## src/rtl/alu_issue_stage.sv

```systemverilog
// alu_issue_stage: 2-entry issue buffer ahead of the 32-bit ALU with operand2 select.
// Define ALU_ISSUE_BYPASS_EN to forward and snoop the writeback bus into buffered operands.
module alu_issue_stage #(
  parameter int WIDTH = 32,
  parameter int OPW   = 6,
  parameter int AW    = 5
) (
  input  logic             clk,
  input  logic             resetN,
  input  logic             inValid,
  output logic             inReady,
  input  logic [OPW-1:0]   inOp,
  input  logic [AW-1:0]    inRs1Addr,
  input  logic [AW-1:0]    inRs2Addr,
  input  logic [WIDTH-1:0] inRs1Val,
  input  logic [WIDTH-1:0] inRs2Val,
  input  logic [WIDTH-1:0] inImm,
  input  logic             inUseImm,
  input  logic [AW-1:0]    inRdAddr,
  input  logic             wbValid,
  input  logic [AW-1:0]    wbAddr,
  input  logic [WIDTH-1:0] wbData,
  output logic             outValid,
  input  logic             outReady,
  output logic [WIDTH-1:0] operand1,
  output logic [WIDTH-1:0] operand2,
  output logic [OPW-1:0]   opCode,
  output logic [AW-1:0]    outRdAddr,
  output logic             outIllegal
);

  logic [WIDTH-1:0] op1Q [2];
  logic [WIDTH-1:0] op2Q [2];
  logic [WIDTH-1:0] op1Next [2];
  logic [WIDTH-1:0] op2Next [2];
  logic [AW-1:0]    rdQ [2];
  logic [OPW-1:0]   opQ [2];
  logic [1:0]       illQ;
  logic [1:0]       count;
  logic [1:0]       countNext;
  logic             head;
  logic             tail;
  logic             push;
  logic             pop;
  logic             showPtr;
  logic [WIDTH-1:0] capOp1;
  logic [WIDTH-1:0] capOp2;

`ifdef ALU_ISSUE_BYPASS_EN
  logic [AW-1:0] rs1Q [2];
  logic [AW-1:0] rs2Q [2];
  logic [1:0]    immQ;
  logic [1:0]    live;
`else
  logic unusedBypass;
  assign unusedBypass = ^{wbValid, wbAddr, wbData, inRs1Addr, inRs2Addr};
`endif

  assign outValid = (count != 2'd0);
  assign push     = inValid && inReady;
  assign pop      = outValid && outReady;

  // With the buffer empty, keep showing the entry popped last so the ALU inputs hold.
  assign showPtr    = (count == 2'd0) ? ~head : head;
  assign operand1   = op1Q[showPtr];
  assign operand2   = op2Q[showPtr];
  assign opCode     = opQ[showPtr];
  assign outRdAddr  = rdQ[showPtr];
  assign outIllegal = illQ[showPtr];

  always_comb begin
    countNext = count;
    case ({push, pop})
      2'b10:   countNext = count + 2'd1;
      2'b01:   countNext = count - 2'd1;
      default: countNext = count;
    endcase
  end

`ifdef ALU_ISSUE_BYPASS_EN
  // An entry popped this cycle is leaving, so it must not absorb a snoop hit.
  always_comb begin
    live = 2'b00;
    for (int i = 0; i < 2; i++) begin
      live[i] = ((count == 2'd2) || ((count == 2'd1) && (head == 1'(i))))
                && !(pop && (head == 1'(i)));
    end
  end
`endif

  always_comb begin
    capOp1 = inRs1Val;
    capOp2 = inUseImm ? inImm : inRs2Val;
    for (int i = 0; i < 2; i++) begin
      op1Next[i] = op1Q[i];
      op2Next[i] = op2Q[i];
    end
`ifdef ALU_ISSUE_BYPASS_EN
    if (wbValid && (wbAddr == inRs1Addr) && (inRs1Addr != '0)) capOp1 = wbData;
    if (wbValid && !inUseImm && (wbAddr == inRs2Addr) && (inRs2Addr != '0)) capOp2 = wbData;
    for (int i = 0; i < 2; i++) begin
      if (live[i] && wbValid && (wbAddr == rs1Q[i]) && (rs1Q[i] != '0)) op1Next[i] = wbData;
      if (live[i] && wbValid && !immQ[i] && (wbAddr == rs2Q[i]) && (rs2Q[i] != '0))
        op2Next[i] = wbData;
    end
`endif
    if (push) begin
      op1Next[tail] = capOp1;
      op2Next[tail] = capOp2;
    end
  end

  // inReady is registered from the next occupancy so it never depends on outReady combinationally.
  always_ff @(posedge clk or negedge resetN) begin
    if (!resetN) begin
      count   <= 2'd0;
      head    <= 1'b0;
      tail    <= 1'b0;
      inReady <= 1'b1;
      illQ    <= 2'b00;
      for (int i = 0; i < 2; i++) begin
        op1Q[i] <= '0;
        op2Q[i] <= '0;
        rdQ[i]  <= '0;
        opQ[i]  <= '0;
      end
    end else begin
      count   <= countNext;
      inReady <= (countNext < 2'd2);
      for (int i = 0; i < 2; i++) begin
        op1Q[i] <= op1Next[i];
        op2Q[i] <= op2Next[i];
      end
      if (push) begin
        tail       <= ~tail;
        rdQ[tail]  <= inRdAddr;
        opQ[tail]  <= inOp;
        illQ[tail] <= (inOp > OPW'(4));
      end
      if (pop) head <= ~head;
    end
  end

`ifdef ALU_ISSUE_BYPASS_EN
  always_ff @(posedge clk or negedge resetN) begin
    if (!resetN) begin
      immQ <= 2'b00;
      for (int i = 0; i < 2; i++) begin
        rs1Q[i] <= '0;
        rs2Q[i] <= '0;
      end
    end else if (push) begin
      rs1Q[tail] <= inRs1Addr;
      rs2Q[tail] <= inRs2Addr;
      immQ[tail] <= inUseImm;
    end
  end
`endif

endmodule

```

## config.mk

```make
export PLATFORM = sky130hd
export DESIGN_NAME = alu_issue_stage
export DESIGN_NICKNAME = d
export VERILOG_FILES = /design/src/rtl/alu_issue_stage.sv
export SDC_FILE = /design/constraint.sdc
export NUM_CORES = 1
export LEC_CHECK = 0
export BUFFER_PORTS_ARGS = -buffer_cell sky130_fd_sc_hd__buf_2
export CAP_MARGIN = 20
export CORE_ASPECT_RATIO = 0.9
export CORE_MARGIN = 2
export CORE_UTILIZATION = 55
export CTS_CLUSTER_SIZE = 24
export DETAILED_ROUTE_END_ITERATION = 8
export PLACE_DENSITY_LB_ADDON = 0.08
export SLEW_MARGIN = 30
export SYNTH_ARGS = -nofsm -noshare
export SYNTH_HDL_FRONTEND = slang
export SYNTH_SLANG_ARGS = --single-unit
```

## constraint.sdc

```tcl
create_clock -name clk -period 4 [get_ports clk]
set_input_delay 0.8 -clock clk [delete_from_list [all_inputs] [get_ports clk]]
set_output_delay 0.8 -clock clk [all_outputs]
set_load 0.05 [all_outputs]
```

# ---- Word-level counts from Yosys, hierarchy flattened
# Index checks and enable logic that the tools add are counted.
# W data, S select, Z words.
dict set report word_totals {
  inputBits 160
  reg_bits 157
  out_inout_bits 78
  word_cells 65
}
dict set report classes {
  n_bitwise 4
  add_sub_neg 2
  n_lt_le_gt_ge 8
  eq_ne 2
  n_mux 30
  reduce_logical 6
}
# operator count
set ops {}
lappend ops {{$mux W32} 8}
lappend ops {{$bwmux W64} 2}
lappend ops {{$demux W32 S1} 1}
lappend ops {{$mux W6} 4}
lappend ops {{$mux W5} 4}
lappend ops {{$bwmux W12} 1}
lappend ops {{$bwmux W10} 1}
lappend ops {{$demux W6 S1} 1}
lappend ops {{$gt A6 B3 Y1 const B} 1}
lappend ops {{$demux W5 S1} 1}
lappend ops {{$ge A2 B2 Y1 const B} 2}
lappend ops {{$logic_and A1 B1 Y1} 4}
lappend ops {{$lt A1 B2 Y1 const B} 2}
lappend ops {{$mux W1} 4}
lappend ops {{$not A1 Y2} 2}
lappend ops {{$pmux W2 S2} 1}
lappend ops {{$add A2 B1 Y2 const B} 1}
lappend ops {{$bwmux W2} 1}
lappend ops {{$eq A2 B1 Y1 const B} 1}
lappend ops {{$eq A2 B2 Y1 const B} 1}
lappend ops {{$logic_not A2 Y1} 1}
lappend ops {{$lt A2 B1 Y1 const B} 1}
lappend ops {{$lt A2 B2 Y1 const B} 1}
lappend ops {{$not A1 Y1} 2}
lappend ops {{4 further kinds} 4}

# ---- Logic depth before layout (Yosys ltp)
dict set report logic_depth {
  word_depth 6
  ltp_mapped 6
  mapped_depth_nobuf 6
}

# ---- Worst setup path before layout
# OpenSTA, ideal clock, no wires.
dict set report synth_path {
  path_kind {reg-to-output}
  startpoint {register with a tool-made name}
  endpoint {output port opCode[0]}
  n_path_buf 2
  path_slack_ns 1.549
  t_arrival_ns 1.651
  path_stages_with_launch 6
  required_time_ns 3.200
  cell_sequence {dfrtp_1 -> or2_4 -> xor2_2 -> buf_6 -> buf_6 -> mux2_4}
}
# item line
set synth_rtl {}
lappend synth_rtl {{to (decl)} 27} ;# output logic [OPW-1:0] opCode,

==> results.py <==
metrics = {
    "outcome": {
        "outcome": "complete, no violations",
    },
    "grt": {
        "antenna_found_initial": 1,
        "grt_pass1_wl_mm": 23.1,
        "grt_usage_pct": 21.9,
        "grt_max_degree": 114,
        "grt_pass1_vias": 4880,
        "overflow": 0,
    },
    "setup_path": {
        "path_class": "reg -> out",
        "crit_end": "operand1[0]",
        "r2r_setup_slack_ps": 1910,
        "cp.arrival_ps": 2360,
        "r2r-end": "op2Q[0]",
        "crit_fanout": 28,
        "worstSetupEndpointType": "primary output",
        "r2r_cells": 4,
        "r2r_start": "inReady",
        "worstPathRequired_ps": 3200,
        "critPathLaunchType": "flip-flop",
    },
    "layout": {
        "area_growth_pct": 23.0,
        "num_antenna_cells": 0,
        "fill_cells": 954,
        "fin_util_pct": 69.0,
        "nets": 877,
        "multi_input_area_um2": 3030,
        "drive_gt1_share_pct": 53.7,
        "seq_area_um2": 3930,
    },
    "timing": {
        "fmax_mhz": 316,
        "worst_slew_pin_slew_ps": 918,
        "grt_setup_unrepaired": "false",
        "hold_violations": 0,
        "post-route-period-util_pct": 79.1,
        "setup_viol": 0,
        "drv_slew": 0,
        "fin_setup_tns_ps": 0,
        "max-slew-margin-rel_pct": 38.8,
        "fin_worst_skew_ps": 4.09,
        "min_period_ps": 3160,
    },
    "yosys": {
        "syn_nets": 696,
        "post-synth-top-count-cell": "dfrtp_1",
        "avgSynthCellArea_um2": 13.3,
        "yosys.area.top_type_share_pct": 54.8,
        "synth_edf_count": 0,
        "synth_top_area_cell": "dfrtp_1",
        "ys.flop_type": "dfrtp_1",
        "synth_area_leaders": "dfrtp_1 55%, mux2_2 19%, mux2_4 8.4%",
        "ys_top_cells_by_count": "156 x dfrtp_1, 122 x mux2_2, 69 x nand2_1, 67 x o21ai_0, 40 x mux2_4",
        "seq_area_frac_synth_pct": 55.2,
        "ys_types": 20,
        "postSynth.asyncResetShare_pct": 100,
        "synth-seq-cells": 157,
        "synth-warning-count": 0,
        "syn_area_um2": 7120,
        "syn_inst": 535,
    },
    "floorplan": {
        "start_util_pct": 56.1,
        "die_w_um": 124,
        "row_count": 39,
        "die_area_um2": 13900,
        "ios": 238,
        "die_y_um": 112,
        "core_region_area_um2": 12700,
    },
    "job": {
        "drv_cap": 0,
    },
    "detailed_routing": {
        "drt_iter0_markers": 186,
        "drc": 0,
        "wl_per_cell_um": 15.7,
        "ant_nets": 0,
        "vias_per_cell": 5.16,
        "vias": 4600,
        "wl_mm": 14.0,
        "dr.pass1.iters": 5,
    },
    "clocking": {
        "cts_tree": "built",
        "post_cts_buffers": 0,
        "cts.clk_slew.worst_paths_ps": 60,
        "hold_buffers": 0,
        "cts_buffers": 17,
        "clock_latency_ps": 420,
        "cts_resized": 0,
        "root_buffer": "clkbuf_16",
        "clock_path_buffers": 2,
        "h-tree-depth": 4,
        "cts.sink_count": 157,
    },
    "placed_design": {
        "gp_congestion": 0.721,
        "portBuffers": 189,
        "dp_hpwl_mm": 9.39,
    },
    "worst_hold_path": {
        "worstHoldPathType": "in -> async",
    },
}
==> layout make-up <==
| cell class | count | share of cell area [%] |
|---|---|---|
| sequential | 157 | 44.9 |
| multi-input combinational | 343 | 34.6 |
| timing repair buffer | 197 | 11.7 |
| clock buffer | 23 | 5.46 |
| tap | 164 | 2.34 |
| clock inverter | 8 | 1.03 |
==> stage by stage <==
stage | hold WS (ps) | instances | worst slack, ps | cell area, um^2
after detailed placement | 470 | 861 | 1250 | 8190
after global routing | 507 | 892 | 751 | 8760
after floorplan | 444 | 535 | 1550 | 7120
after CTS | 483 | 892 | 784 | 8750
after global placement | 459 | 861 | 1270 | 8190
final | 470 | 892 | 836 | 8760
==> cells by family (layout without fill, tap and decap cells) <==
group                    count (synthesis)  count (layout)  synth area share [%]
buffers and inverters                   35             228                  2.64
multiplexers                           194             194                  32.2
flip-flops                             157             157                  55.2
adder cells (fa/ha/maj)                  1               1                 0.176
XOR/XNOR                                 6               6                 0.844
AND/OR/NAND/NOR                         75              75                  4.20
AO/OA/AOI/OAI                           67              67                  4.71
==> critical path: stages (launching register included) <==
cell and delay [ps]:
dfrtp_1 410, or2_4 300, xor2_4 170, buf_4 450, mux2_2 400, buf_2 220
==> per-layer routing <==
layer	routed length (um)	vias to the layer above	GRT usage, %
met2	6960	121	37.5
met3	1020	18	6.97
met1	5840	2229	25.8
met4	187	0	7.42
met5	0	-	0
li1	-	2232	-
==> registers in the layout (all words and copies together) (netlist names), named ones only <==
name     count
tail         1
rdQ         10
opQ         12
illQ         2
inReady      1
op2Q        64
op1Q        64
head         1
count        1
==> layout by cell type, fill, tap and decap left out <==
cell type / count
buf_2: 188
dfrtp_1: 156
mux2_2: 122
nand2_1: 69
o21ai_0: 67
mux2_4: 40
mux2i_1: 32
clkbuf_16: 17
buf_4: 7
clkinv_2: 6
clkbuf_8: 4
xnor2_1: 3
clkbuf_1: 3
xor2_1: 2
bufinv_16: 2
or2_4: 1
xor2_4: 1
and2_1: 1
nor2_1: 1
nand3_4: 1
nand3b_1: 1
nor4b_1: 1
ha_1: 1
dfstp_2: 1
buf_12: 1
==> worst min-delay path by stage <==
stage | slack, ps | end | cells past startpoint
floorplan | 440 | illQ[0] | 2
detailed placement | 470 | op2Q[29] | 2
global route | 510 | op2Q[28] | 2
global placement | 460 | illQ[0] | 2
CTS | 480 | op2Q[29] | 2
finish | 470 | op2Q[22] | 1
Power is left out: the tool's default activity adds up to more than one toggle a clock period on the data nets, which glitch-free logic cannot reach.
